## src/rtl/sfr_access_ctrl_pkg.sv

```systemverilog
// Shared types and helpers for the SFR access controller (package sfr_pkg).
// Holds the access FSM state enum, default window placement and the
// byte-enable to bit-mask expansion used by the store merge.
package sfr_pkg;

  typedef enum logic [1:0] {
    IDLE  = 2'd0,
    READ  = 2'd1,
    WRITE = 2'd2,
    RESP  = 2'd3
  } sfr_acc_state_t;

  localparam logic [31:0] SFR_BASE_DEF = 32'h0001_0000;
  localparam int          SFR_NUM_DEF  = 16;

  // Widest SFR the mask helper supports; narrower SFRs truncate the result.
  localparam int SFR_WIDTH_MAX = 128;
  localparam int SFR_BE_MAX    = SFR_WIDTH_MAX / 8;

  function automatic logic [SFR_WIDTH_MAX-1:0] be_to_mask(input logic [SFR_BE_MAX-1:0] be);
    logic [SFR_WIDTH_MAX-1:0] m;
    m = '0;
    for (int i = 0; i < SFR_BE_MAX; i++) begin
      m[8*i +: 8] = {8{be[i]}};
    end
    return m;
  endfunction

endpackage

```

## src/rtl/sfr_access_ctrl_if.sv

```systemverilog
// Core data-port and SFR-map signals of the SFR access controller.
// slave  : the controller side.
// master : the core / SFR map side (drives requests, SFR read data and masks).
interface sfr_access_ctrl_if #(
  parameter int SFR_WIDTH  = 32,
  parameter int ADDR_WIDTH = 32,
  parameter int SFR_NUM    = 16
);
  localparam int BE_W  = SFR_WIDTH / 8;
  localparam int IDX_W = $clog2(SFR_NUM);

  logic                  cpu_req;
  logic                  cpu_we;
  logic [ADDR_WIDTH-1:0] cpu_addr;
  logic [BE_W-1:0]       cpu_be;
  logic [SFR_WIDTH-1:0]  cpu_wdata;
  logic [SFR_WIDTH-1:0]  cpu_rdata;
  logic                  cpu_ready;
  logic                  cpu_err;

  logic [IDX_W-1:0]      sfr_idx;
  logic                  sfr_wen;
  logic [SFR_WIDTH-1:0]  sfr_din;
  logic [SFR_WIDTH-1:0]  sfr_dout;
  logic [SFR_WIDTH-1:0]  sfr_wmask;

  modport slave (
    input  cpu_req, cpu_we, cpu_addr, cpu_be, cpu_wdata, sfr_dout, sfr_wmask,
    output cpu_rdata, cpu_ready, cpu_err, sfr_idx, sfr_wen, sfr_din
  );

  modport master (
    output cpu_req, cpu_we, cpu_addr, cpu_be, cpu_wdata, sfr_dout, sfr_wmask,
    input  cpu_rdata, cpu_ready, cpu_err, sfr_idx, sfr_wen, sfr_din
  );

endinterface

```

## src/rtl/sfr_access_ctrl_addr_decode.sv

```systemverilog
// Combinational SFR window decoder: byte address -> {hit, misaligned, idx}.
// Kept free of state so a debug port can reuse it next to the core path.
module sfr_addr_decode #(
  parameter int                    ADDR_WIDTH = 32,
  parameter logic [ADDR_WIDTH-1:0] SFR_BASE   = ADDR_WIDTH'(32'h0001_0000),
  parameter int                    SFR_NUM    = 16
) (
  input  logic [ADDR_WIDTH-1:0]      i_addr,
  output logic                       o_hit,
  output logic                       o_misaligned,
  output logic [$clog2(SFR_NUM)-1:0] o_idx
);
  localparam int IDX_W = $clog2(SFR_NUM);

  // One extra bit so a window ending at the top of the address space
  // does not wrap the upper bound.
  localparam logic [ADDR_WIDTH:0] ADDR_LO = {1'b0, SFR_BASE};
  localparam logic [ADDR_WIDTH:0] ADDR_HI = ADDR_LO + (ADDR_WIDTH+1)'(4 * SFR_NUM);

  logic [ADDR_WIDTH:0]   w_addr_ext;
  logic [ADDR_WIDTH-1:0] w_off;

  assign w_addr_ext   = {1'b0, i_addr};
  assign o_hit        = (w_addr_ext >= ADDR_LO) && (w_addr_ext < ADDR_HI);
  assign o_misaligned = |i_addr[1:0];
  assign w_off        = i_addr - SFR_BASE;
  assign o_idx        = IDX_W'(w_off >> 2);

endmodule

```

## src/rtl/sfr_access_ctrl.sv

```systemverilog
// SFR access controller: sequences core load/store requests into the SFR
// map's full-word write port. Partial stores become read-modify-write
// cycles and only bits flagged writable by the map are ever changed.
//
// Optional feature: SFR_ACCESS_FAST_WR_EN - full-word stores skip READ and
// merge against the live sfr_dout while in WRITE.
//
//   state | meaning
//   IDLE  | wait for cpu_req, capture request, decode address
//   READ  | latch current SFR value (load result / merge base)
//   WRITE | drive merged word, strobe sfr_wen if any bit is writable
//   RESP  | one-cycle cpu_ready with rdata/err
module sfr_access_ctrl
  import sfr_pkg::*;
#(
  parameter int                    SFR_WIDTH  = 32,
  parameter int                    ADDR_WIDTH = 32,
  parameter logic [ADDR_WIDTH-1:0] SFR_BASE   = ADDR_WIDTH'(SFR_BASE_DEF),
  parameter int                    SFR_NUM    = SFR_NUM_DEF
) (
  input  logic             sys_clk,
  input  logic             sys_rst,
  input  logic             sys_clk_en,
  sfr_access_ctrl_if.slave bus
);
  localparam int BE_W  = SFR_WIDTH / 8;
  localparam int IDX_W = $clog2(SFR_NUM);

  sfr_acc_state_t r_state;
  sfr_acc_state_t w_state_nxt;

  logic                 r_we;
  logic [BE_W-1:0]      r_be;
  logic [SFR_WIDTH-1:0] r_wdata;
  logic [IDX_W-1:0]     r_idx;
  logic [SFR_WIDTH-1:0] r_old;
  logic [SFR_WIDTH-1:0] r_rdata;
  logic                 r_err;

  logic                 w_dec_hit;
  logic                 w_dec_misaligned;
  logic [IDX_W-1:0]     w_dec_idx;
  logic                 w_dec_err;

  logic [SFR_WIDTH-1:0] w_bm;
  logic [SFR_WIDTH-1:0] w_eff;
  logic [SFR_WIDTH-1:0] w_old;
  logic [SFR_WIDTH-1:0] w_merged;
  logic                 w_blocked;

  sfr_addr_decode #(
    .ADDR_WIDTH (ADDR_WIDTH),
    .SFR_BASE   (SFR_BASE),
    .SFR_NUM    (SFR_NUM)
  ) u_addr_decode (
    .i_addr       (bus.cpu_addr),
    .o_hit        (w_dec_hit),
    .o_misaligned (w_dec_misaligned),
    .o_idx        (w_dec_idx)
  );

  assign w_dec_err = !w_dec_hit || w_dec_misaligned;

`ifdef SFR_ACCESS_FAST_WR_EN
  logic r_fast;
  logic w_fast_req;

  assign w_fast_req = bus.cpu_we && (&bus.cpu_be);
  // Fast stores never passed through READ, so r_old is stale for them.
  assign w_old      = r_fast ? bus.sfr_dout : r_old;
`else
  assign w_old      = r_old;
`endif

  assign w_bm      = SFR_WIDTH'(be_to_mask(SFR_BE_MAX'(r_be)));
  assign w_eff     = w_bm & bus.sfr_wmask;
  assign w_merged  = (w_old & ~w_eff) | (r_wdata & w_eff);
  // Enabled lanes that hit only read-only bits are reported; be=0 is a no-op.
  assign w_blocked = (|w_bm) && !(|w_eff);

  // State register; freezes while the clock enable is low.
  always_ff @(posedge sys_clk or posedge sys_rst) begin
    if (sys_rst) begin
      r_state <= IDLE;
    end else if (sys_clk_en) begin
      r_state <= w_state_nxt;
    end
  end

  // Next-state decode.
  always_comb begin
    w_state_nxt = r_state;
    case (r_state)
      IDLE: begin
        if (bus.cpu_req) begin
          if (w_dec_err) begin
            w_state_nxt = RESP;
`ifdef SFR_ACCESS_FAST_WR_EN
          end else if (w_fast_req) begin
            w_state_nxt = WRITE;
`endif
          end else begin
            w_state_nxt = READ;
          end
        end
      end
      READ:    w_state_nxt = r_we ? WRITE : RESP;
      WRITE:   w_state_nxt = RESP;
      RESP:    w_state_nxt = IDLE;
      default: w_state_nxt = IDLE;
    endcase
  end

  // Request capture, old-value latch and response registers.
  always_ff @(posedge sys_clk or posedge sys_rst) begin
    if (sys_rst) begin
      r_we    <= 1'b0;
      r_be    <= '0;
      r_wdata <= '0;
      r_idx   <= '0;
      r_old   <= '0;
      r_rdata <= '0;
      r_err   <= 1'b0;
    end else if (sys_clk_en) begin
      case (r_state)
        IDLE: begin
          if (bus.cpu_req) begin
            r_we    <= bus.cpu_we;
            r_be    <= bus.cpu_be;
            r_wdata <= bus.cpu_wdata;
            if (w_dec_err) begin
              r_err   <= 1'b1;
              r_rdata <= '0;
            end else begin
              r_idx   <= w_dec_idx;
            end
          end
        end
        READ: begin
          r_old <= bus.sfr_dout;
          if (!r_we) begin
            r_rdata <= bus.sfr_dout;
            r_err   <= 1'b0;
          end
        end
        WRITE: begin
          r_rdata <= w_old;
          r_err   <= w_blocked;
        end
        default: ;
      endcase
    end
  end

`ifdef SFR_ACCESS_FAST_WR_EN
  // Remember whether the current store took the READ-less path.
  always_ff @(posedge sys_clk or posedge sys_rst) begin
    if (sys_rst) begin
      r_fast <= 1'b0;
    end else if (sys_clk_en && (r_state == IDLE) && bus.cpu_req) begin
      r_fast <= w_fast_req && !w_dec_err;
    end
  end
`endif

  // Strobes are gated by the enable and by state, so reset drops them at once.
  assign bus.sfr_wen   = (r_state == WRITE) && sys_clk_en && (|w_eff);
  assign bus.sfr_din   = (r_state == WRITE) ? w_merged : '0;
  assign bus.sfr_idx   = r_idx;
  assign bus.cpu_ready = (r_state == RESP) && sys_clk_en;
  assign bus.cpu_rdata = r_rdata;
  assign bus.cpu_err   = r_err;

endmodule

```

## src/flat_wrapper.sv

```systemverilog
// flat-port wrapper written by rule: the top's interface ports become plain ports
module sfr_access_ctrl_flat import sfr_pkg::*;
#(
  parameter int                    SFR_WIDTH  = 32,
  parameter int                    ADDR_WIDTH = 32,
  parameter logic [ADDR_WIDTH-1:0] SFR_BASE   = ADDR_WIDTH'(SFR_BASE_DEF),
  parameter int                    SFR_NUM    = SFR_NUM_DEF
)
  (sys_clk, sys_rst, sys_clk_en, bus_cpu_req, bus_cpu_we, bus_cpu_addr, bus_cpu_be, bus_cpu_wdata, bus_sfr_dout, bus_sfr_wmask, bus_cpu_rdata, bus_cpu_ready, bus_cpu_err, bus_sfr_idx, bus_sfr_wen, bus_sfr_din);
  sfr_access_ctrl_if #(.SFR_WIDTH(SFR_WIDTH), .ADDR_WIDTH(ADDR_WIDTH), .SFR_NUM(SFR_NUM)) bus_i ();
  input  logic sys_clk;
  input  logic sys_rst;
  input  logic sys_clk_en;
  input wire logic [$bits(bus_i.cpu_req)-1:0] bus_cpu_req;
  input wire logic [$bits(bus_i.cpu_we)-1:0] bus_cpu_we;
  input wire logic [$bits(bus_i.cpu_addr)-1:0] bus_cpu_addr;
  input wire logic [$bits(bus_i.cpu_be)-1:0] bus_cpu_be;
  input wire logic [$bits(bus_i.cpu_wdata)-1:0] bus_cpu_wdata;
  input wire logic [$bits(bus_i.sfr_dout)-1:0] bus_sfr_dout;
  input wire logic [$bits(bus_i.sfr_wmask)-1:0] bus_sfr_wmask;
  output wire logic [$bits(bus_i.cpu_rdata)-1:0] bus_cpu_rdata;
  output wire logic [$bits(bus_i.cpu_ready)-1:0] bus_cpu_ready;
  output wire logic [$bits(bus_i.cpu_err)-1:0] bus_cpu_err;
  output wire logic [$bits(bus_i.sfr_idx)-1:0] bus_sfr_idx;
  output wire logic [$bits(bus_i.sfr_wen)-1:0] bus_sfr_wen;
  output wire logic [$bits(bus_i.sfr_din)-1:0] bus_sfr_din;
  assign bus_i.cpu_req = bus_cpu_req;
  assign bus_i.cpu_we = bus_cpu_we;
  assign bus_i.cpu_addr = bus_cpu_addr;
  assign bus_i.cpu_be = bus_cpu_be;
  assign bus_i.cpu_wdata = bus_cpu_wdata;
  assign bus_i.sfr_dout = bus_sfr_dout;
  assign bus_i.sfr_wmask = bus_sfr_wmask;
  assign bus_cpu_rdata = bus_i.cpu_rdata;
  assign bus_cpu_ready = bus_i.cpu_ready;
  assign bus_cpu_err = bus_i.cpu_err;
  assign bus_sfr_idx = bus_i.sfr_idx;
  assign bus_sfr_wen = bus_i.sfr_wen;
  assign bus_sfr_din = bus_i.sfr_din;
  sfr_access_ctrl #(.SFR_WIDTH(SFR_WIDTH), .ADDR_WIDTH(ADDR_WIDTH), .SFR_BASE(SFR_BASE), .SFR_NUM(SFR_NUM)) u_core (.sys_clk(sys_clk), .sys_rst(sys_rst), .sys_clk_en(sys_clk_en), .bus(bus_i));
endmodule
```

## config.mk

```make
export PLATFORM = sky130hd
export DESIGN_NAME = sfr_access_ctrl_flat
export DESIGN_NICKNAME = d
export VERILOG_FILES = /design/src/rtl/sfr_access_ctrl_pkg.sv /design/src/rtl/sfr_access_ctrl_if.sv /design/src/rtl/sfr_access_ctrl_addr_decode.sv /design/src/rtl/sfr_access_ctrl.sv /design/src/flat_wrapper.sv
export SDC_FILE = /design/constraint.sdc
export NUM_CORES = 1
export LEC_CHECK = 0
export BUFFER_PORTS_ARGS = -buffer_cell sky130_fd_sc_hd__buf_2
export CORE_UTILIZATION = 45
export CTS_BUF_LIST = sky130_fd_sc_hd__clkbuf_4 sky130_fd_sc_hd__clkbuf_8
export CTS_CLUSTER_SIZE = 14
export DETAILED_ROUTE_END_ITERATION = 8
export MAX_ROUTING_LAYER = met4
export PLACE_DENSITY = 0.74
export SYNTH_ARGS = -nofsm -noshare
export SYNTH_HDL_FRONTEND = slang
export SYNTH_SLANG_ARGS = --single-unit
```

## constraint.sdc

```tcl
create_clock -name sys_clk -period 11.6 [get_ports sys_clk]
set_input_delay 2.9 -clock sys_clk [delete_from_list [all_inputs] [get_ports sys_clk]]
set_output_delay 2.9 -clock sys_clk [all_outputs]
set_load 0.05 [all_outputs]
```

# Word level (Yosys, flattened, before mapping)
# Cells that the tools add are included.
dict set report word_totals {
  ff_bits 108
}
dict set report op_classes {
  n_reduce_logical 18
  n_bitwise 6
  mux 13
  eq_ne 6
  order_cmp 2
  n_addsub 1
}
# op n
set ops {}
lappend ops {{$mux W32} 4}
lappend ops {{$and A32 B32 Y32} 3}
lappend ops {{$pmux W32 S3} 1}
lappend ops {{$ge A32 B17 Y1 const B} 1}
lappend ops {{$lt A32 B17 Y1 const B} 1}
lappend ops {{$not A32 Y32} 1}
lappend ops {{$or A32 B32 Y32} 1}
lappend ops {{$reduce_or A32 Y1} 1}
lappend ops {{$pmux W2 S4} 1}
lappend ops {{$sub A6 B1 Y6 const B} 1}
lappend ops {{$logic_and A1 B1 Y1} 5}
lappend ops {{$reduce_and A5 Y1} 1}
lappend ops {{$eq A2 B2 Y1 const B} 2}
lappend ops {{$mux W1} 4}
lappend ops {{$mux W2} 2}
lappend ops {{$ne A2 B2 Y1 const B} 2}
lappend ops {{$reduce_and A2 Y1} 2}
lappend ops {{$reduce_and A4 Y1} 1}
lappend ops {{$reduce_or A4 Y1} 1}
lappend ops {{$pmux W1 S3} 1}
lappend ops {{$reduce_and A3 Y1} 1}
lappend ops {{$reduce_bool A3 Y1} 1}
lappend ops {{$eq A2 B1 Y1 const B} 1}
lappend ops {{$logic_not A1 Y1} 2}
lappend ops {{other kinds (5)} 5}

# Logic depth before layout (Yosys ltp)
dict set report depth {
  depth_word 7
  depth_mapped 10
  depth_no_buf 7
}

# Hierarchy
# From an unflattened synthesis, not the netlist that was laid out.
dict set report unflattened {
  cells_unflattened 504
  area_unflattened_um2 5544.1
}
# module cells_each area_per_inst_um2 n_inst
set by_module_without_submodules {}
lappend by_module_without_submodules {sfr_access_ctrl 489 5441.5 1}
lappend by_module_without_submodules {sfr_addr_decode 15 102.6 1}

# Worst setup path after synthesis
# No wires, ideal clock.
dict set report synth_timing {
  path_kind {input port to output port}
  startpoint {input port bus_sfr_wmask[31]}
  endpoint {output port bus_sfr_din[31]}
  setup_slack_ns 4.549
  stages 3
  path_buffers 0
  t_arrival_ns 4.151
  required_time_ns 8.700
  cell_sequence {nand2_1 > nand2_1 > a21boi_0}
}
dict set report synth_via {
  elab_chain_len 5
  word_cells_on_any_way 6
}
# element line
set synth_lines {}
lappend synth_lines {{start: declaration} flat_wrapper.sv:20} ;# input wire logic [$bits(bus_i.sfr_wmask)-1:0] bus_sfr_wmask;
lappend synth_lines {{$and A32 B32 Y32 *} sfr_access_ctrl.sv:76} ;# assign w_eff = w_bm & bus.sfr_wmask;
lappend synth_lines {{$not A32 Y32} sfr_access_ctrl.sv:77} ;# assign w_merged = (w_old & ~w_eff) | (r_wdata & w_eff);
lappend synth_lines {{$and A32 B32 Y32} sfr_access_ctrl.sv:77}
lappend synth_lines {{$or A32 B32 Y32 *} sfr_access_ctrl.sv:77}
lappend synth_lines {{$mux W32 *} sfr_access_ctrl.sv:168} ;# assign bus.sfr_din = (r_state == WRITE) ? w_merged : '0;
lappend synth_lines {{end: declaration} flat_wrapper.sv:26} ;# output wire logic [$bits(bus_i.sfr_din)-1:0] bus_sfr_din;
# Every way passes the cells marked *; elsewhere a longest branch is shown, timed or not.

# Worst setup path after layout
dict set report layout_timing {
  startpoint {input port bus_sfr_wmask[11]}
  endpoint {output port bus_sfr_wen}
}
dict set report layout_via {
  elab_chain_len 3
}
# element line
set layout_lines {}
lappend layout_lines {{$and A32 B32 Y32} sfr_access_ctrl.sv:76}
lappend layout_lines {{$reduce_or A32 Y1} sfr_access_ctrl.sv:167} ;# assign bus.sfr_wen = (r_state == WRITE) && sys_clk_en && (|w_eff);
lappend layout_lines {{$logic_and A1 B1 Y1} sfr_access_ctrl.sv:167}
lappend layout_lines {{end: declaration} flat_wrapper.sv:25} ;# output wire logic [$bits(bus_i.sfr_wen)-1:0] bus_sfr_wen;
# No other way between the ends.

==> flow_summary.json <==
{
  "outcome": "finished with violations",
  "failed_checks": "DRC",
  "worstSetupEndpointType": "output pin",
  "slew-limit-headroom_pct": 21.9,
  "hold_buffers": 0,
  "die_area_um2": 12500,
  "nets": 858,
  "route.detailed.drc": 17,
  "ir_drop_v": 0.000157,
  "total_power_mw": 1.88,
  "dpl.cell_count": 848,
  "p_leak_nw": 3.32,
  "period_minus_slack_ns": 7.68,
  "grt-ovfl-total": 0,
  "drt_pass1_iterations": 9,
  "cts_buffers": 9,
  "setup_tns_ns": 0,
  "drt_iter0_drc": 239,
  "final-max-slew-violation-count": 0,
  "finalHoldViolCount": 0,
  "setup_viol": 0,
  "cp_slowest_cell": "or4_1",
  "dp_hpwl_um": 10300,
  "synth_cell_types": 33,
  "gp_congestion": 0.950,
  "ys_seq_area_share_pct": 49.9,
  "pin_count": 208,
  "die_w_um": 112,
  "wire_per_inst_um": 16.5,
  "chipHeight_um": 112,
  "grt_usage_pct": 23.8,
  "numPortBuffers": 207,
  "cts_tree": "done",
  "power_density_nw_per_um2": 280,
  "postCtsSetupBuffers": 0,
  "yosys_warnings": 0,
  "synth_top_area_share_pct": 49.9,
  "max_freq_mhz": 130,
  "rsz0062_at_grt": "false",
  "start_util_pct": 46.8,
  "clk_latency_ns": 0.37,
  "critPathLaunchType": "input pin",
  "worstPathCellList": "buf_2 > or4_1 > o41ai_1 > nand4_1 > and3_1 > buf_2",
  "cp.required_ns": 8.70,
  "synthCells": 531,
  "synthArstFlopShare_pct": 100,
  "setup_ws_ns": 3.92,
  "ctsLongestPathBuffers": 2,
  "dominantRegCellSynth": "dfrtp_1",
  "skew_ns": 0.00630,
  "ant_nets": 0,
  "final_util_pct": 58.0,
  "path_class": "input pin to output pin",
  "grt_pass1_wl_um": 22500,
  "yosys-top-cells-count": "132 x nand2_1, 108 x dfrtp_1, 73 x mux2_2",
  "rows": 39,
  "yosysTopAreaCell": "dfrtp_1",
  "first_global_vias": 4537,
  "synth.area.top_cells": "dfrtp_1 50%, mux2_2 15%, nand2_1 9.1%, a22o_1 5.2%, a21boi_0 4.4%",
  "stdcell_area_um2": 6700,
  "clock-sinks": 108,
  "hold_ws_ns": 0.479,
  "synth_most_common_cell": "nand2_1",
  "maxCapViolations": 0,
  "max_stage_delay_ns": 0.56,
  "pre_cts_slack_ns": 3.97,
  "cp_max_fo": 3,
  "min_path_type": "flop to flop",
  "cts.clk_slew.worst_paths_ns": 0.10,
  "stdcell_count": 863,
  "synth_nets": 673,
  "antenna_found_initial": 0,
  "placement.cell_area_um2": 6510,
  "syn_avg_cell_area_um2": 10.2,
  "wirelength_um": 14300,
  "fp.coreArea_um2": 11600,
  "antennaDiodeCount": 0,
  "cts_max_level": 3,
  "synth-edff-count": 0,
  "netlist_area_um2": 5420,
  "worst_slew_pin_slew_ns": 1.17,
  "syn_to_final_growth_pct": 23.7,
  "viasPerCell": 5.38,
  "synth_seq_cells": 108,
  "clockRootBuffer": "clkbuf_8",
  "vias": 4641,
  "drive_gt1_share_pct": 42.8,
  "cts_resized": 0,
  "worstPathArrival_ns": 4.78,
  "fin_crit_sh_pct": 66.2,
  "grt_max_degree": 87,
  "crit_top_cell": "buf_2"
}
-- power by group --
part,internal (mW),switching (mW)
clock,0.103,0.122
sequential,0.540,0.141
combinational,0.336,0.636
-- layout make-up --
class,count,area (um^2)
fillers,1034,4860
flip-flops and latches,108,2700
multi-input cells,382,2540
repair buffers,212,1070
clock buffers,14,186
well taps,143,179
inverters,3,13.8
clock inverters,1,5.00
-- cell families after synthesis --
group	count (synthesis)	synth area share [%]
buffers and inverters	41	3.51
AOI/OAI and AO/OA	108	14.0
and+or+nand+nor	195	16.1
muxes	74	15.4
adders and majority gates	5	1.16
DFF	108	49.9
-- worst max-delay path: cells and delay by family --
kind                   cells  cell delay (ns)
AOI/OAI and AO/OA          1             0.48
buffers and inverters      2             0.32
and+or+nand+nor            3             1.08
-- sequential cells by signal, indices dropped and copies added, names as in the netlist --
register              flops
u_core.r_state            2
u_core.r_old             32
u_core.bus.cpu_err        1
u_core.r_wdata           32
u_core.r_we               1
u_core.bus.sfr_idx        4
u_core.r_be               4
u_core.bus.cpu_rdata     32
-- metal layers --
metal  track usage [%]  wire length, um  up-vias
met5                 -                0        -
met4              8.56              225        0
met3              3.16              781       22
met2              39.8             7130      171
met1              29.4             6120     2216
li1                  -                -     2232
-- layout by cell type, fill, tap and decap left out, types with 2 or more instances in the layout --
cell type,instances
buf_2,207
nand2_1,132
dfrtp_1,108
mux2_2,73
nand3_1,33
a22o_1,32
a21boi_0,32
o21ai_0,31
clkbuf_8,13
nor4_1,7
nor2_1,5
buf_4,5
a21oi_1,4
or4_1,4
ha_1,4
nand4_1,3
o41ai_1,3
nand2b_1,2
o21ai_1,2
inv_1,2
nor3_1,2
-- path summary, 6_finish.rpt --
path                                                      from                             endpoint  slack, ns  cells past startpoint
max                                          bus_sfr_wmask[11]                          bus_sfr_wen       3.92                      6
min                        u_core.bus.cpu_rdata[7]$_DFFE_PP0P_  u_core.bus.cpu_rdata[7]$_DFFE_PP0P_       0.48                      2
max reg2reg                      u_core.r_state[1]$_DFFE_PP0P_         u_core.r_old[11]$_DFFE_PP0P_       8.66                      6
min reg2reg                u_core.bus.cpu_rdata[7]$_DFFE_PP0P_  u_core.bus.cpu_rdata[7]$_DFFE_PP0P_       0.48                      2
max in group asynchronous                              sys_rst  u_core.bus.cpu_rdata[3]$_DFFE_PP0P_       7.71                      3
min in group asynchronous                              sys_rst    u_core.bus.sfr_idx[3]$_DFFE_PP0P_       2.48                      2
No activity file was read; power rests on OpenSTA's default activity.
